File: src/rtl/bot_port_master.sv
// Port-bus initiator for manual rojobot drive: services bot update interrupts, snapshots LocX/LocY/BotInfo/Sensors, writes MotCtl.
// Optional macro BOT_PORT_MASTER_DIGIT_MIRROR_EN appends nibble writes of LocX/LocY to ports 0x03..0x06.
module bot_port_master #(
    parameter logic [2:0]  MAN_SPEED   = 3'd7,
    parameter int unsigned WDOG_CYCLES = 66_000_000
) (
    input  logic       sysclk,
    input  logic       sysreset,
    input  logic       enable,
    input  logic [3:0] btns,
    input  logic       interrupt,
    output logic       interrupt_ack,
    output logic [7:0] port_id,
    output logic [7:0] out_port,
    output logic       write_strobe,
    output logic       read_strobe,
    input  logic [7:0] in_port,
    output logic [7:0] loc_x,
    output logic [7:0] loc_y,
    output logic [7:0] bot_info,
    output logic [7:0] sensors,
    output logic       snap_valid,
    output logic       wdog_timeout,
    output logic       busy
);
    localparam int CNT_W = (WDOG_CYCLES > 1) ? $clog2(WDOG_CYCLES) : 1;
    localparam logic [CNT_W-1:0] WDOG_LAST = CNT_W'(WDOG_CYCLES - 1);

    typedef enum logic [3:0] {
        IDLE, ACK, RD_X, RD_Y, RD_INFO, RD_SENS, CALC, WR_MOT, WR_LED, WDOG_WR
`ifdef BOT_PORT_MASTER_DIGIT_MIRROR_EN
        , WR_DIG0, WR_DIG1, WR_DIG2, WR_DIG3
`endif
    } state_t;

    typedef enum logic [1:0] {PH_SETUP, PH_STROBE, PH_GAP} phase_t;

    state_t           state, state_next, bus_follow;
    phase_t           phase, phase_next;
    logic [CNT_W-1:0] wdog_cnt;
    logic             wdog_hit;
    logic [7:0]       tmp_x, tmp_y, tmp_info;
    logic [7:0]       mot_ctl, mot_calc;
    logic [7:0]       bus_addr, bus_data;
    logic             bus_wr;

    assign wdog_hit = (wdog_cnt == WDOG_LAST);
    assign busy     = (state != IDLE);

    // btns = {L, U, R, D}; priority U > D > L > R, dir bit 1 = forward
    always_comb begin
        mot_calc = 8'h00;
        if (btns[2])      mot_calc = {1'b1, MAN_SPEED, 1'b1, MAN_SPEED};
        else if (btns[0]) mot_calc = {1'b0, MAN_SPEED, 1'b0, MAN_SPEED};
        else if (btns[3]) mot_calc = {1'b0, MAN_SPEED, 1'b1, MAN_SPEED};
        else if (btns[1]) mot_calc = {1'b1, MAN_SPEED, 1'b0, MAN_SPEED};
    end

    // NOTE: every output of this block gets a default first, so no path can infer a latch.
    always_comb begin
        state_next    = state;
        phase_next    = phase;
        interrupt_ack = 1'b0;
        snap_valid    = 1'b0;
        port_id       = 8'h00;
        out_port      = 8'h00;
        write_strobe  = 1'b0;
        read_strobe   = 1'b0;
        bus_addr      = 8'h00;
        bus_data      = 8'h00;
        bus_wr        = 1'b0;
        bus_follow    = IDLE;

        case (state)
            RD_X:    begin bus_addr = 8'h0A; bus_follow = RD_Y;    end
            RD_Y:    begin bus_addr = 8'h0B; bus_follow = RD_INFO; end
            RD_INFO: begin bus_addr = 8'h0C; bus_follow = RD_SENS; end
            RD_SENS: begin bus_addr = 8'h0D; bus_follow = CALC;    end
            WR_MOT:  begin bus_addr = 8'h09; bus_data = mot_ctl; bus_wr = 1'b1; bus_follow = WR_LED; end
`ifdef BOT_PORT_MASTER_DIGIT_MIRROR_EN
            WR_LED:  begin bus_addr = 8'h02; bus_data = sensors; bus_wr = 1'b1; bus_follow = WR_DIG0; end
            WR_DIG0: begin bus_addr = 8'h03; bus_data = {4'h0, loc_x[7:4]}; bus_wr = 1'b1; bus_follow = WR_DIG1; end
            WR_DIG1: begin bus_addr = 8'h04; bus_data = {4'h0, loc_x[3:0]}; bus_wr = 1'b1; bus_follow = WR_DIG2; end
            WR_DIG2: begin bus_addr = 8'h05; bus_data = {4'h0, loc_y[7:4]}; bus_wr = 1'b1; bus_follow = WR_DIG3; end
            WR_DIG3: begin bus_addr = 8'h06; bus_data = {4'h0, loc_y[3:0]}; bus_wr = 1'b1; bus_follow = IDLE;    end
`else
            WR_LED:  begin bus_addr = 8'h02; bus_data = sensors; bus_wr = 1'b1; bus_follow = IDLE; end
`endif
            WDOG_WR: begin bus_addr = 8'h09; bus_data = 8'h00; bus_wr = 1'b1; bus_follow = IDLE; end
            default: ;
        endcase

        case (state)
            IDLE: begin
                if (enable && interrupt)     state_next = ACK;
                else if (enable && wdog_hit) state_next = WDOG_WR;
            end
            ACK: begin
                interrupt_ack = 1'b1;
                state_next    = enable ? RD_X : IDLE;
            end
            CALC: begin
                snap_valid = 1'b1;
                state_next = enable ? WR_MOT : IDLE;
            end
            default: begin
                // SETUP -> STROBE -> GAP; enable is only sampled at the end of the gap
                case (phase)
                    PH_SETUP: begin
                        port_id    = bus_addr;
                        out_port   = bus_wr ? bus_data : 8'h00;
                        phase_next = PH_STROBE;
                    end
                    PH_STROBE: begin
                        port_id      = bus_addr;
                        out_port     = bus_wr ? bus_data : 8'h00;
                        write_strobe = bus_wr;
                        read_strobe  = ~bus_wr;
                        phase_next   = PH_GAP;
                    end
                    default: begin
                        phase_next = PH_SETUP;
                        state_next = enable ? bus_follow : IDLE;
                    end
                endcase
            end
        endcase
    end

    // NOTE: bus outputs decode from state only, so the async reset drops strobes without waiting for a clock.
    always_ff @(posedge sysclk or negedge sysreset) begin
        if (!sysreset) begin
            state        <= IDLE;
            phase        <= PH_SETUP;
            wdog_cnt     <= '0;
            wdog_timeout <= 1'b0;
            tmp_x        <= 8'h00;
            tmp_y        <= 8'h00;
            tmp_info     <= 8'h00;
            loc_x        <= 8'h00;
            loc_y        <= 8'h00;
            bot_info     <= 8'h00;
            sensors      <= 8'h00;
            mot_ctl      <= 8'h00;
        end else begin
            state <= state_next;
            phase <= phase_next;

            // an expiry during a running sequence is simply dropped; its own WR_MOT follows
            if (!enable || state_next == ACK || wdog_hit) wdog_cnt <= '0;
            else                                          wdog_cnt <= wdog_cnt + CNT_W'(1);

            if (state == IDLE && state_next == WDOG_WR) wdog_timeout <= 1'b1;
            else if (state_next == CALC)                wdog_timeout <= 1'b0;

            if (phase == PH_STROBE) begin
                case (state)
                    RD_X:    tmp_x    <= in_port;
                    RD_Y:    tmp_y    <= in_port;
                    RD_INFO: tmp_info <= in_port;
                    RD_SENS: begin
                        loc_x    <= tmp_x;
                        loc_y    <= tmp_y;
                        bot_info <= tmp_info;
                        sensors  <= in_port;
                    end
                    default: ;
                endcase
            end

            if (state == CALC) mot_ctl <= mot_calc;
        end
    end

endmodule
File: config.mk
export PLATFORM = sky130hd
export DESIGN_NAME = bot_port_master
export DESIGN_NICKNAME = d
export VERILOG_FILES = /design/src/rtl/bot_port_master.sv
export SDC_FILE = /design/constraint.sdc
export NUM_CORES = 1
export LEC_CHECK = 0
export ABC_AREA = 1
export CAP_MARGIN = 20
export CORE_ASPECT_RATIO = 1.4
export CORE_UTILIZATION = 40
export CTS_CLUSTER_SIZE = 40
export DETAILED_ROUTE_END_ITERATION = 8
export PLACE_DENSITY_LB_ADDON = 0.08
export SYNTH_ARGS = -nofsm -noshare
export SYNTH_HDL_FRONTEND = slang
export SYNTH_SLANG_ARGS = --single-unit
export TNS_END_PERCENT = 30
File: constraint.sdc
create_clock -name sysclk -period 3.86 [get_ports sysclk]
set_input_delay 0.772 -clock sysclk [delete_from_list [all_inputs] [get_ports sysclk]]
set_output_delay 0.772 -clock sysclk [all_outputs]
set_load 0.005 [all_outputs]
======== Word-level counts from Yosys, hierarchy flattened ========
Cells that the tools add are included.
Widths: inputs -> output; s select.
word-level totals
  input port bits ......................... 16
  logic and storage cells ................. 76
  output and inout bits ................... 54
  register bits ........................... 97
cells by class
  multiplexer cells ....................... 30
  bitwise operators ....................... 1
  equality and inequality tests ........... 14
  add/sub/neg operators ................... 1
  reductions and logical operators ........ 18
operator list
  operator               number
  $mux 8                 9
  $add 26x1->26 const B  1
  $eq 26x26->1 const B   1
  $mux 26                1
  $pmux 4 s6             1
  $eq 4x3->1 const B     5
  $pmux 4 s5             1
  $mux 4                 4
  $pmux 8 s2             1
  $eq 4x4->1 const B     3
  $pmux 4 s3             1
  $mux 1                 9
  $eq 4x1->1 const B     2
  $eq 4x2->1 const B     2
  $reduce_and 2->1       4
  $reduce_or 3->1        2
  $logic_not 4->1        1
  $pmux 2 s2             1
  $reduce_bool 4->1      1
  $reduce_or 2->1        2
  $logic_and 1x1->1      3
  $mux 3                 1
  $eq 2x1->1 const B     1
  $logic_not 2->1        1
  other kinds (5)        6

======== Logic depth before layout (Yosys ltp) ========
Gate-level depths: netlist of the first run.
  depth after elaboration ................. 9
  gate-level depth with buffers ........... 13

======== Worst setup path before layout of the first run ========
Ideal clock, no wire load.
  path type ............................... register to output
  start ................................... register state[0]
  end ..................................... output port out_port[0]
  cell stages (with the launch flop) ...... 5
  arrival time ............................ 1.296 ns
  setup slack ............................. 1.792 ns
  path buffers ............................ 0
  path through ............................ dfrtp_1 inv_2 nor4_4 nand2_1 a21oi_1
on the way
  word-level cells in the longest chain between the ends .. 6
  elaborated cells between the ends (all ways) .. 13
  those cells by class .................... 5 x eq/ne; 5 x mux; 3 x reduce/logical
RTL lines
  what                                      line      source
  from (decl)                               38        state_t state, state_next, bus_follow;
  from (signal assigned)                    146       state <= state_next;
  $eq 4x4->1 or $eq 4x3->1 (tied branches)  74        case (state)
  $reduce_or 3->1 (no line)                 --
  $mux 1                                    74
  $mux 8                                    111, 116
  $mux 8                                    --
  $mux 8 *                                  93        case (state)
  to (decl)                                 14        output logic [7:0] out_port,
Mark *: on every way between the ends. The rest lies on a longest branch, timed or not.

======== Worst setup path in the final report of the first run ========
  start ................................... register state[0]
  end ..................................... output port out_port[5]
The elaborated chain is that of the path after synthesis.

==> results of run 1 <==
-- flip-flops by register name (all words and copies together) (netlist names) --
| signal | count |
|---|---|
| wdog_cnt | 26 |
| bot_info | 8 |
| loc_x | 8 |
| loc_y | 8 |
| sensors | 8 |
| tmp_info | 8 |
| tmp_x | 8 |
| tmp_y | 8 |
| state | 4 |
| mot_ctl | 3 |
| phase | 2 |
| wdog_timeout | 1 |
-- worst paths after layout --
check	start	end	slack [ns]
min in group sysclk	phase[0]	phase[0]	0.47
hold / removal	sysreset	tmp_x[6]	0.45
hold reg to reg	phase[0]	phase[0]	0.47
setup reg to reg	wdog_cnt[0]	wdog_cnt[0]	1.61
max in group asynchronous	sysreset	sensors[2]	2.64
setup / recovery	state[0]	out_port[5]	0.69
-- kinds of logic after synthesis --
kind of cell               count (synthesis)
buffers and inverters                     61
xor gates and xnor gates                  22
adders and majority gates                  1
muxes                                     24
AOI/OAI and AO/OA                         55
and+or+nand+nor                          227
DFF                                       92
other                                      1
-- stage by stage --
| step | worst slack (ns) | power, uW | area (um2) | instances | hold slack, ns |
|---|---|---|---|---|---|
| detailed placement | 1.039 | 2490 | 5273 | 680 | 0.4611 |
| finish | 0.6884 | 3274 | 5547 | 696 | 0.4523 |
| global placement | 1.091 | 2467 | 5273 | 680 | 0.4580 |
| CTS | 0.6596 | 3318 | 5547 | 696 | 0.4722 |
| floorplan | 1.792 | 2034 | 4533 | 486 | 0.4396 |
| global route | 0.4609 | 3496 | 5547 | 696 | 0.4877 |
-- metal layers --
metal / global-route usage (%) / vias up / wire (um) / share of wire, %
met5: 0 / - / 0 / 0
met4: 8.088 / 0 / 209 / 2.1
met3: 3.025 / 14 / 294 / 3.0
met2: 31.69 / 64 / 5123 / 52
met1: 21.97 / 1599 / 4292 / 43
li1: - / 1668 / - / -
-- power groups by stage --
stage	Sequential [uW]	Clock (uW)	Combinational, uW
floorplan	1420	0	612
global placement	1470	0	1000
detailed placement	1480	0	1010
CTS	1460	841	1020
global route	1500	878	1120
finish	1460	820	998
-- cell usage in the layout (no fill, tap or decap), drive strengths merged --
cell           Yosys  layout
xnor2              5       5
nor3b              1       1
nand4              9       9
a21boi             2       2
conb               1       4
clkinvlp           0       1
inv               46      49
clkinv             0       3
nand3b             1       1
clkdlybuf4s50      0      64
nand2            112     112
o21ai             38      38
a41o               1       1
clkbuf             7       9
xor2              17      17
nor2              75      75
a31oi              1       1
dfrtp             92      92
nand3             15      15
a21oi             12      12
buf                8       4
a211oi             1       1
nor4               5       5
ha                 1       1
nor3               9       9
mux2              24      24
-- worst max-delay path, stage by stage (launching register included) --
cell and delay (ns):
dfrtp_1 0.47, nor2_1 0.24, inv_1 0.06, nor2_1 0.48, nand2_1 0.11, a21oi_1 0.17, clkdlybuf4s50_1 0.52
-- final cells by class --
type | instances | area [um2]
Clock buffer | 9 | 225.2
Clock inverter | 7 | 48.80
Fill cell | 1057 | 5376
Inverter | 46 | 172.7
Multi-Input combinational cell | 333 | 1951
Sequential cell | 92 | 2302
Tap cell | 141 | 176.4
Timing Repair Buffer | 68 | 670.6
==> impl_metrics.py, run 1 <==
metrics = {
    "synthesis": {
        "synth.ff_latch_count": 92,
        "ys_top_cells_by_count": "nand2_1 (106), dfrtp_1 (92), nor2_1 (48), inv_1 (43), o21ai_0 (37)",
        "synth_adder_area_share_pct": 0.2767,
        "synthesis.instances": 483,
        "yosys_warnings": 0,
        "synth_top_family_by_area": "simple AND/OR/NAND/NOR gates",
        "yosysSeqAreaShare_pct": 50.91,
        "post-synth-top-count-cell": "nand2_1",
        "synth-simple-area-share_pct": 25.82,
        "mappedNetlistArea_mm2": 0.004522,
        "synth_area_leader_cell": "dfrtp_1",
        "post_synthesis_xor_xnor_area_fraction_pct": 4.261,
        "asyncSetResetFlopFracSynth_pct": 100.0,
        "number_of_library_cell_types_mapped_by_synthesis": 36,
        "synth.avg_cell_area_um2": 9.362,
        "synth-main-ff-cell": "dfrtp_1",
        "synth.top_cells.by_area": "dfrtp_1 (51%), nand2_1 (8.8%), nor2_4 (5.5%), o21ai_0 (4.1%), nor2_1 (4.0%)",
        "synth.top_cell.area_share_pct": 50.91,
        "synth.mux.area_fraction_pct": 5.977,
        "synth_edf_count": 0,
        "fraction_of_the_mapped_netlist_area_in_compound_gates_pct": 6.475,
    },
    "sta": {
        "final_period_minus_worst_setup_slack_ns": 3.172,
        "finalSetupViolCount": 0,
        "finClkSkew_ns": 0.007154,
        "unrepaired_setup_endpoints_after_global_routing": "false",
        "fin_setup_tns_ns": 0,
        "worst_pin_slew_ns": 0.6676,
        "timing_max_transition_violations_final": 0,
        "timing.fmax_mhz": 315.3,
        "hold_violations": 0,
        "layout_worst_path_cycle_share_pct": 82.17,
        "max_slew_margin_pct": 55.49,
    },
    "clock_network": {
        "ctsLongestPathBuffers": 2,
        "cts_tree": "yes",
        "cts_setup_buffers": 0,
        "post_cts.resized_instances": 0,
        "cts_hold_buffers": 0,
        "cts_buffers": 9,
        "clkSlewWorstSetupHoldPaths_ns": 0.07,
        "tritoncts_num_sinks": 92,
        "cts-htree-levels": 3,
        "root_buffer": "clkbuf_16",
        "clock_latency_ns": 0.34,
    },
    "power": {
        "p_leak_uw": 0.002422,
        "sw_power_uw": 1072,
        "netSwitchingFraction_pct": 32.75,
        "internal_power_summed_over_all_cells_uw": 2202,
        "vdd_ir_drop_max_uv": 249.4,
        "p_per_area_mw_per_mm2": 590.3,
        "power_frac_clock_pct": 25.0,
        "combPwrFrac_pct": 30.5,
        "share_seq_of_total_power_pct": 44.5,
    },
    "floorplanning": {
        "cell_row_count": 45,
        "die_x_um": 91.86,
        "die_area_mm2": 0.01174,
        "start_util_pct": 41.40,
        "core-area_mm2": 0.01092,
        "dieHeight_um": 127.8,
        "io_pins": 70,
    },
    "layout": {
        "fin_nets": 567,
        "final_layout_size_suffix_gt1_share_pct": 13.69,
        "antenna_cells_inserted": 0,
        "synthToLayoutAreaGrowth_pct": 22.66,
        "core_util_final_pct": 50.78,
    },
    "detailed_routing": {
        "vias_per_cell": 4.806,
        "dr.first_iter.drc_count": 110,
        "avgRoutedWirePerCell_um": 14.25,
        "number_of_search_and_repair_iterations_in_the_first_detailed_routing_pass": 4,
        "routed-via-count": 3345,
        "route.antenna.remaining_nets": 0,
        "post-route-drc-count": 0,
        "drt-total-wl_mm": 9.919,
    },
    "placed_design": {
        "post_dp_hpwl_mm": 7.421,
        "place.port_buffers": 65,
        "place.gp.congestion": 0.8799,
    },
    "worst_setup_path": {
        "reg2reg_depth": 12,
        "endpoint_required_time_on_the_critical_path_ns": 3.09,
        "arrival_ns": 2.40,
        "setup.worst_path.end_class": "output port",
        "worst-path-max-fanout": 9,
        "worstSetupStartpointType": "flop",
        "crit_type": "reg2out",
    },
    "run_status": {
        "outcome": "finished, final reports clean",
    },
    "grt": {
        "grt_max_degree": 52,
        "antenna_violations_before_repair": 0,
        "global_route_overflow": 0,
        "grt_usage_pct": 18.18,
        "grt_first_pass_wirelength_mm": 16.42,
        "grt_pass1_vias": 3272,
    },
    "hold_path": {
        "worst_hold_path_type": "in2async",
    },
    "run": {
        "cap_violations": 0,
    },
}
No activity file was read; power rests on OpenSTA's default activity.
==> run 2, diff against run 1 <==
==> constraint.sdc (replaced) <==
create_clock -name sysclk -period 3.23 [get_ports sysclk]
set_input_delay 0.646 -clock sysclk [delete_from_list [all_inputs] [get_ports sysclk]]
set_output_delay 0.646 -clock sysclk [all_outputs]
set_load 0.005 [all_outputs]
==> impl_metrics.py, run 2 (same netlist as run 1, synthesis figures left out) <==
metrics = {
    "run_status": {
        "outcome": "finished, final reports clean",
    },
    "layout": {
        "mostFrequentLayoutCell": "nand2_1",
        "fin_nets": 567,
        "mostFrequentLayoutCells": "nand2_1 (105), dfrtp_1 (92), clkdlybuf4s50_1 (64)",
        "number_of_flip_flops_under_the_largest_register_name": 26,
        "largest-register": "wdog_cnt",
        "antenna_cells_inserted": 0,
        "synthToLayoutAreaGrowth_pct": 23.80,
        "layout.cells.non_filler": 696,
        "design_area_mm2": 0.005598,
        "final_layout_size_suffix_gt1_share_pct": 14.05,
    },
    "sta": {
        "max_slew_margin_pct": 57.65,
        "finClkSkew_ns": 0.009968,
        "timing.fmax_mhz": 331.5,
        "final_period_minus_worst_setup_slack_ns": 3.017,
        "layout_worst_path_cycle_share_pct": 93.39,
        "finalSetupViolCount": 0,
        "fin_setup_tns_ns": 0,
        "timing_max_transition_violations_final": 0,
        "worst_pin_slew_ns": 0.6333,
        "hold_violations": 0,
        "unrepaired_setup_endpoints_after_global_routing": "false",
    },
    "worst_setup_path": {
        "worstSetupStartpointType": "flop",
        "worstSetupStartpoint": "state[0]",
        "worst-path-max-fanout": 7,
        "arrival_ns": 2.37,
        "setup.worst_path.end_class": "output port",
        "endpoint_required_time_on_the_critical_path_ns": 2.58,
        "crit_type": "reg2out",
        "crit-reg2reg-launch": "wdog_cnt[0]",
    },
    "detailed_routing": {
        "number_of_search_and_repair_iterations_in_the_first_detailed_routing_pass": 4,
        "post-route-drc-count": 0,
        "route.antenna.remaining_nets": 0,
        "avgRoutedWirePerCell_um": 14.11,
        "vias_per_cell": 4.809,
        "routed-via-count": 3347,
        "drt-total-wl_mm": 9.818,
        "dr.first_iter.drc_count": 115,
    },
    "power": {
        "p_leak_uw": 0.002436,
        "vdd_ir_drop_max_uv": 286.3,
        "p_per_area_mw_per_mm2": 711.4,
        "total_power_uw": 3982,
    },
    "placed_design": {
        "post_dp_hpwl_mm": 7.411,
        "placed_cell_area_mm2": 0.005298,
        "placed_cells": 680,
        "place.port_buffers": 65,
        "place.gp.congestion": 0.9105,
    },
    "floorplanning": {
        "die_area_mm2": 0.01174,
        "core-area_mm2": 0.01092,
        "dieHeight_um": 127.8,
        "io_pins": 70,
        "start_util_pct": 41.40,
        "cell_row_count": 45,
        "die_x_um": 91.86,
    },
    "clock_network": {
        "ctsLongestPathBuffers": 2,
        "cts_hold_buffers": 0,
        "root_buffer": "clkbuf_16",
        "clock_latency_ns": 0.35,
        "clkSlewWorstSetupHoldPaths_ns": 0.07,
        "cts_buffers": 9,
        "tritoncts_num_sinks": 92,
        "cts-htree-levels": 3,
        "cts_tree": "yes",
    },
    "grt": {
        "grt_max_degree": 58,
        "grt_usage_pct": 18.16,
        "grt_first_pass_wirelength_mm": 16.35,
        "antenna_violations_before_repair": 0,
        "global_route_overflow": 0,
        "grt_pass1_vias": 3286,
    },
    "run": {
        "cap_violations": 0,
    },
    "hold_path": {
        "worst_hold_path_type": "in2async",
    },
}
==> run 2: final timing paths <==
| kind | cells past startpoint | slack [ns] | end |
|---|---|---|---|
| worst max-delay path | 5 | 0.21 | out_port[2] |
| worst min-delay path | 1 | 0.25 | tmp_x[6] |
| worst max register to register | 13 | 1.08 | wdog_cnt[17] |
| worst min register to register | 2 | 0.48 | wdog_timeout |
| max in group asynchronous | 2 | 2.31 | bot_info[0] |
| min in group sysclk | 2 | 0.48 | wdog_timeout |
==> run 2: power by group <==
group	leakage [uW]	total (uW)	switching (uW)	internal, uW
clock	0.000141	1010	471	540
sequential	0.00116	1740	243	1500
combinational	0.00114	1230	601	627
total	0.00244	3980	1310	2670
==> run 2: timing repair <==
item,in CTS,in global routing
gates resized for setup,0,2
endpoints found under the setup margin,0,8
buffers inserted,0,0
==> run 2: area by class of cell <==
type                    instances  area [um2]
inverters                      46       172.7
well taps                     141       176.4
fillers                      1063        5325
clock inverters                 7       70.07
multi-input cells             333        1956
repair buffers                 68       695.7
clock buffers                   9       225.2
flip-flops and latches         92        2302
==> run 2: metal layers <==
| layer | track usage (%) | share of wire, % | vias to the layer above |
|---|---|---|---|
| met5 | 0 | 0 | - |
| met4 | 8.548 | 2.8 | 0 |
| met3 | 2.669 | 2.7 | 17 |
| met2 | 31.78 | 52 | 59 |
| met1 | 21.90 | 43 | 1581 |
| li1 | - | - | 1690 |
==> run 2: metrics by stage <==
stage | hold WS (ns) | utilization, % | worst slack (ns)
6_report | 0.2525 | 51.25 | 0.2133
5_1_grt | 0.2854 | 51.25 | 0.04583
4_1_cts | 0.2685 | 51.20 | 0.1209
3_5_place_dp | 0.4671 | 48.50 | 0.4943
3_3_place_gp | 0.4581 | 48.50 | 0.5877
2_1_floorplan | 0.3504 | - | 1.288
==> run 2: worst max-delay path, stage by stage (launching register included) <==
cell and delay, ns:
dfrtp_1 0.53, inv_2 0.12, nor4_4 0.46, nand2_2 0.20, a21oi_1 0.18, clkdlybuf4s50_1 0.53
